**config.mk**
```make
export PLATFORM = sky130hd
export DESIGN_NAME = uart_tx_param
export DESIGN_NICKNAME = d
export VERILOG_FILES = /design/src/rtl/uart_tx_param.sv
export SDC_FILE = /design/constraint.sdc
export NUM_CORES = 1
export LEC_CHECK = 0
export ABC_CLOCK_PERIOD_IN_PS = 2700
export CORE_MARGIN = 1
export CORE_UTILIZATION = 40
export CTS_CLUSTER_DIAMETER = 40
export CTS_CLUSTER_SIZE = 40
export DETAILED_ROUTE_END_ITERATION = 10
export HOLD_SLACK_MARGIN = 0.06
export PLACE_DENSITY_LB_ADDON = 0.05
export SKIP_CTS_REPAIR_TIMING = 1
export SYNTH_ARGS = -nofsm -noshare
export SYNTH_HDL_FRONTEND = slang
export SYNTH_SLANG_ARGS = --single-unit
export TNS_END_PERCENT = 100
```
**constraint.sdc**
```tcl
create_clock -name clock -period 2.7 [get_ports clock]
set_input_delay 0.54 -clock clock [delete_from_list [all_inputs] [get_ports clock]]
set_output_delay 0.54 -clock clock [all_outputs]
set_load 0.05 [all_outputs]
```
**src/rtl/uart_tx_param.sv**
```systemverilog
// uart_tx_param: parametrised UART transmitter (configurable data width,
// optional odd/even parity, one or two stop bits) with a one-deep holding
// buffer so frames can stream back-to-back without an idle gap.
module uart_tx_param #(
  parameter int CLOCKS_PER_BIT = 87,
  parameter int DATA_BITS      = 8,
  parameter int PARITY         = 0,   // 0 none, 1 odd, 2 even
  parameter int STOP_BITS      = 1
) (
  input  logic                 clock,
  input  logic                 reset_n,
  input  logic                 has_data,
  input  logic [DATA_BITS-1:0] data_to_send,
  output logic                 ready,
  output logic                 sending_bit,
  output logic                 is_transmitting,
  output logic                 transmission_done
);

  // Elaboration-time parameter sanity: a bad configuration must not build.
  if (CLOCKS_PER_BIT < 2) begin : g_bad_cpb
    $fatal(1, "uart_tx_param: CLOCKS_PER_BIT must be >= 2");
  end
  if (DATA_BITS < 5 || DATA_BITS > 9) begin : g_bad_data
    $fatal(1, "uart_tx_param: DATA_BITS must be 5..9");
  end
  if (PARITY < 0 || PARITY > 2) begin : g_bad_par
    $fatal(1, "uart_tx_param: PARITY must be 0, 1 or 2");
  end
  if (STOP_BITS < 1 || STOP_BITS > 2) begin : g_bad_stop
    $fatal(1, "uart_tx_param: STOP_BITS must be 1 or 2");
  end

  localparam int CNT_W = $clog2(CLOCKS_PER_BIT);
  localparam int IDX_W = $clog2(DATA_BITS);
  localparam logic [CNT_W-1:0] BIT_LAST  = CNT_W'(CLOCKS_PER_BIT - 1);
  localparam logic [IDX_W-1:0] DATA_LAST = IDX_W'(DATA_BITS - 1);
  localparam logic             STOP_LAST = 1'(STOP_BITS - 1);
  localparam logic             PAR_ODD   = (PARITY == 1);
  localparam logic             HAS_PAR   = (PARITY != 0);

  typedef enum logic [2:0] {
    S_IDLE,
    S_START,
    S_DATA,
    S_PARITY,
    S_STOP
  } state_t;

  state_t                 state_q,    state_d;
  logic [CNT_W-1:0]       bit_cnt_q,  bit_cnt_d;
  logic [IDX_W-1:0]       data_idx_q, data_idx_d;
  logic                   stop_idx_q, stop_idx_d;
  logic [DATA_BITS-1:0]   shift_q,    shift_d;
  logic [DATA_BITS-1:0]   buf_q,      buf_d;
  logic                   buf_full_q, buf_full_d;
  logic                   par_q,      par_d;
  logic                   line_q,     line_d;
  logic                   done_q,     done_d;

  logic                   accept;
  logic                   tick;
  logic                   do_load;
  logic                   direct;
  logic [DATA_BITS-1:0]   load_word;

  // ready comes straight from the buffer flag, so there is no path from has_data.
  assign ready             = ~buf_full_q;
  assign accept            = has_data & ~buf_full_q;
  assign tick              = (bit_cnt_q == BIT_LAST);
  assign sending_bit       = line_q;
  assign is_transmitting   = (state_q != S_IDLE);
  assign transmission_done = done_q;

  // Next-state, line level and buffer bookkeeping.
  always_comb begin
    state_d    = state_q;
    bit_cnt_d  = bit_cnt_q;
    data_idx_d = data_idx_q;
    stop_idx_d = stop_idx_q;
    shift_d    = shift_q;
    buf_d      = buf_q;
    buf_full_d = buf_full_q;
    par_d      = par_q;
    line_d     = line_q;
    done_d     = 1'b0;
    do_load    = 1'b0;
    direct     = 1'b0;
    load_word  = buf_q;

    // Bit-time counter wraps to 0 on every bit boundary.
    if (state_q != S_IDLE)
      bit_cnt_d = tick ? '0 : bit_cnt_q + CNT_W'(1);

    case (state_q)
      S_IDLE: begin
        line_d = 1'b1;
        if (buf_full_q) begin
          do_load    = 1'b1;
          load_word  = buf_q;
          buf_full_d = 1'b0;
          state_d    = S_START;
          line_d     = 1'b0;
        end else if (accept) begin
          do_load   = 1'b1;
          load_word = data_to_send;
          direct    = 1'b1;
          state_d   = S_START;
          line_d    = 1'b0;
        end
      end
      S_START: begin
        if (tick) begin
          state_d    = S_DATA;
          data_idx_d = '0;
          line_d     = shift_q[0];
        end
      end
      S_DATA: begin
        if (tick) begin
          if (data_idx_q == DATA_LAST) begin
            if (HAS_PAR) begin
              state_d = S_PARITY;
              line_d  = par_q;
            end else begin
              state_d    = S_STOP;
              stop_idx_d = 1'b0;
              line_d     = 1'b1;
            end
          end else begin
            data_idx_d = data_idx_q + IDX_W'(1);
            shift_d    = shift_q >> 1;
            line_d     = shift_q[1];
          end
        end
      end
      S_PARITY: begin
        if (tick) begin
          state_d    = S_STOP;
          stop_idx_d = 1'b0;
          line_d     = 1'b1;
        end
      end
      S_STOP: begin
        if (tick) begin
          if (stop_idx_q == STOP_LAST) begin
            // Frame ends here; chain straight into the next start bit if possible.
            done_d = 1'b1;
            if (buf_full_q) begin
              do_load    = 1'b1;
              load_word  = buf_q;
              buf_full_d = 1'b0;
              state_d    = S_START;
              line_d     = 1'b0;
            end else if (accept) begin
              do_load   = 1'b1;
              load_word = data_to_send;
              direct    = 1'b1;
              state_d   = S_START;
              line_d    = 1'b0;
            end else begin
              state_d = S_IDLE;
              line_d  = 1'b1;
            end
          end else begin
            stop_idx_d = stop_idx_q + 1'b1;
            line_d     = 1'b1;
          end
        end
      end
      default: begin
        state_d = S_IDLE;
        line_d  = 1'b1;
      end
    endcase

    // Words accepted mid-frame park in the holding buffer.
    if (accept && (state_q != S_IDLE) && !direct) begin
      buf_d      = data_to_send;
      buf_full_d = 1'b1;
    end

    // Parity is fixed at load time from the latched payload.
    if (do_load) begin
      shift_d = load_word;
      par_d   = (^load_word) ^ PAR_ODD;
    end
  end

  // State and datapath registers; async reset drops the line to idle and flushes the buffer.
  always_ff @(posedge clock or negedge reset_n) begin
    if (!reset_n) begin
      state_q    <= S_IDLE;
      bit_cnt_q  <= '0;
      data_idx_q <= '0;
      stop_idx_q <= 1'b0;
      shift_q    <= '0;
      buf_q      <= '0;
      buf_full_q <= 1'b0;
      par_q      <= 1'b0;
      line_q     <= 1'b1;
      done_q     <= 1'b0;
    end else begin
      state_q    <= state_d;
      bit_cnt_q  <= bit_cnt_d;
      data_idx_q <= data_idx_d;
      stop_idx_q <= stop_idx_d;
      shift_q    <= shift_d;
      buf_q      <= buf_d;
      buf_full_q <= buf_full_d;
      par_q      <= par_d;
      line_q     <= line_d;
      done_q     <= done_d;
    end
  end

endmodule

```
==> reports/metrics.cfg <==
[cells_and_area]
area_delta_synth_final_pct = 17.6
layout_common_cells = 31 x dfrtp_1, 13 x clkdlybuf4s50_1, 12 x mux2i_1
fin_nets = 179
final_util_pct = 50.5
stdcell_count = 213
diodes = 0
final_common_cell = dfrtp_1
final_layout_size_suffix_gt1_share_pct = 15.8

[worst_setup_path]
crit_path_start_kind = register
slowest_stage = clkdlybuf4s50_1
critPathArrivalTime_ps = 1670
critPathMaxFanout = 5
cp.required_ps = 2160
end_kind = output pin
crit_type = reg2out
crit_family = buffers and inverters
crit_path_max_incr_delay_ps = 820
crit_chain = inv_1, clkdlybuf4s50_1
crit_buf_inv = 2

[placement]
place_hpwl_mm = 2.30
routabilityCongestion = 0.803
dp.cells = 205
io_buffer_count = 14

[global_routing]
antenna_found_initial = 0
overflow = 0
grt_max_degree = 33
grt_pass1_wl_mm = 5.31
gr-usage-all-layers_pct = 16.8
grt_pass1_vias = 1148

[clock_tree]
cts_root_buf = clkbuf_8
worstSkewPairLatency_ps = 280
clock-sinks = 32
cts_buffers = 5
clock_path_buffers = 2
cts_max_level = 2
clk_pin_slew_ps = 60
cts_tree = done

[yosys]
synth_ff_type = dfrtp_1
synth-compound-area-share_pct = 16.3
synth.distinct_cells = 42
syn_area_sq_um = 1610
yosysSeqAreaShare_pct = 49.9
synth_xor_area_share_pct = 0.545
synth_nets = 160
synthArstFlopShare_pct = 100
synth-seq-cells = 32
yosys_warnings = 0
syn_inst = 145
syn_avg_cell_area_sq_um = 11.1
synth_top_family_by_area = compound AO/OA/AOI/OAI gates
muxShareOfSynthArea_pct = 13.8
synthAdderAreaFrac_pct = 3.12
synth_edf_count = 0
synthSimpleGateAreaFrac_pct = 13.2

[sta]
maxSlewHeadroom_pct = 63.2
tns_ps = 0
finalMaxSlewViolations = 0
max_clock_freq_mhz = 453
post-route-period-util_pct = 81.8
clock_skew_ps = 7.75
finalSetupViolCount = 0
rsz0062_at_grt = false
period_minus_slack_ps = 2210
hold_viol = 0
worstMarginPinSlew_ps = 550
whs_ps = 510

[die]
die_x_um = 65.4
die_area_sq_um = 4270
core_sq_um = 3740
fp-row-count = 22
die_h_um = 65.4
start_util_pct = 42.9
io_pins = 15

[route]
vias_per_cell = 5.64
dr.pass1.iters = 4
antenna_left = 0
wl_per_cell_um = 14.8
totalWireLength_mm = 3.16
via_count = 1201
drc = 0
drt_iter0_drc = 42

[run_status]
outcome = finished clean

[pwr]
share_seq_of_total_power_pct = 49.1
power_frac_comb_pct = 26.8
worst_ir_drop_vdd_v = 0.000358
pwr-share-clk_pct = 24.1
p_switching_mw = 0.493
p_per_area_nw_per_um2 = 808
internal-power_mw = 1.03
p_leak_nw = 0.838
totalPowerFinal_mw = 1.53
sw_frac_of_total_pct = 32.3

[flow_run]
maxCapViolCount = 0

[hold_path]
hold_path.class = reg2reg

## registers in the layout, indices dropped and copies added, names as in the netlist
name,cells
shift_q,8
transmission_done,1
bit_cnt_q,7
state_q,3
data_idx_q,3
buf_q,8
sending_bit,1
buf_full_q,1
## logic make-up (layout without fill, tap and decap cells)
kind of cell,after synthesis,in the layout
AO/OA/AOI/OAI,38,38
XOR/XNOR,1,1
adder cells (fa/ha/maj),4,4
buffers and inverters,11,31
flip-flops,32,32
multiplexers,21,21
AND/OR/NAND/NOR,38,38
## layout make-up
class | count | area [sq um]
fillers | 368 | 1850
flip-flops and latches | 32 | 802
multi-input cells | 102 | 754
repair buffers | 17 | 160
clock buffers | 8 | 90.1
well taps | 48 | 60.1
inverters | 6 | 22.5
## metal layers
layer / routed length [um] / GRT usage [%] / share of wire (%)
met1: 1590 / 23.9 / 50
met2: 1370 / 23.5 / 43
met3: 130 / 4.17 / 4.1
met4: 66 / 8.15 / 2.1
met5: 0 / 0 / 0
## stage by stage
step	instance area (sq um)	worst slack [ps]
2_1_floorplan	1610	751
3_3_place_gp	1800	512
3_5_place_dp	1800	443
4_1_cts	1890	487
5_1_grt	1890	431
6_report	1890	493
## power by group through the flow
stage / Clock (mW) / Sequential (mW) / Combinational, mW
after floorplan: 0 / 0.741 / 0.291
after global routing: 0.405 / 0.772 / 0.459
final: 0.368 / 0.750 / 0.409
after detailed placement: 0 / 0.754 / 0.414
after CTS: 0.380 / 0.747 / 0.414
after global placement: 0 / 0.751 / 0.395
## synth_stat cells, types with 4 or more instances
library cell / count / area share [%]
o22ai_1: 5 / 1.9
ha_1: 4 / 3.1
a21oi_1: 5 / 1.6
inv_1: 5 / 1.2
nand3_1: 4 / 1.2
mux2_2: 9 / 6.3
mux2i_1: 12 / 7.5
dfrtp_1: 31 / 48
a22o_1: 4 / 2.2
o21ai_0: 9 / 2.8
and3_1: 4 / 1.6
nand2_1: 8 / 1.9
nor2_1: 7 / 1.6
## worst paths after layout
check / slack, ps / depth (start not counted) / end / from
max in group asynchronous: 1720 / 2 / sending_bit / reset_n
min in group asynchronous: 660 / 2 / data_idx_q[2] / reset_n
setup reg to reg: 610 / 7 / shift_q[1] / data_idx_q[0]
setup / recovery: 490 / 2 / ready / buf_full_q
hold reg to reg: 510 / 1 / buf_q[7] / buf_q[7]
hold / removal: 510 / 1 / buf_q[7] / buf_q[7]
No activity file was read; power rests on OpenSTA's default activity.
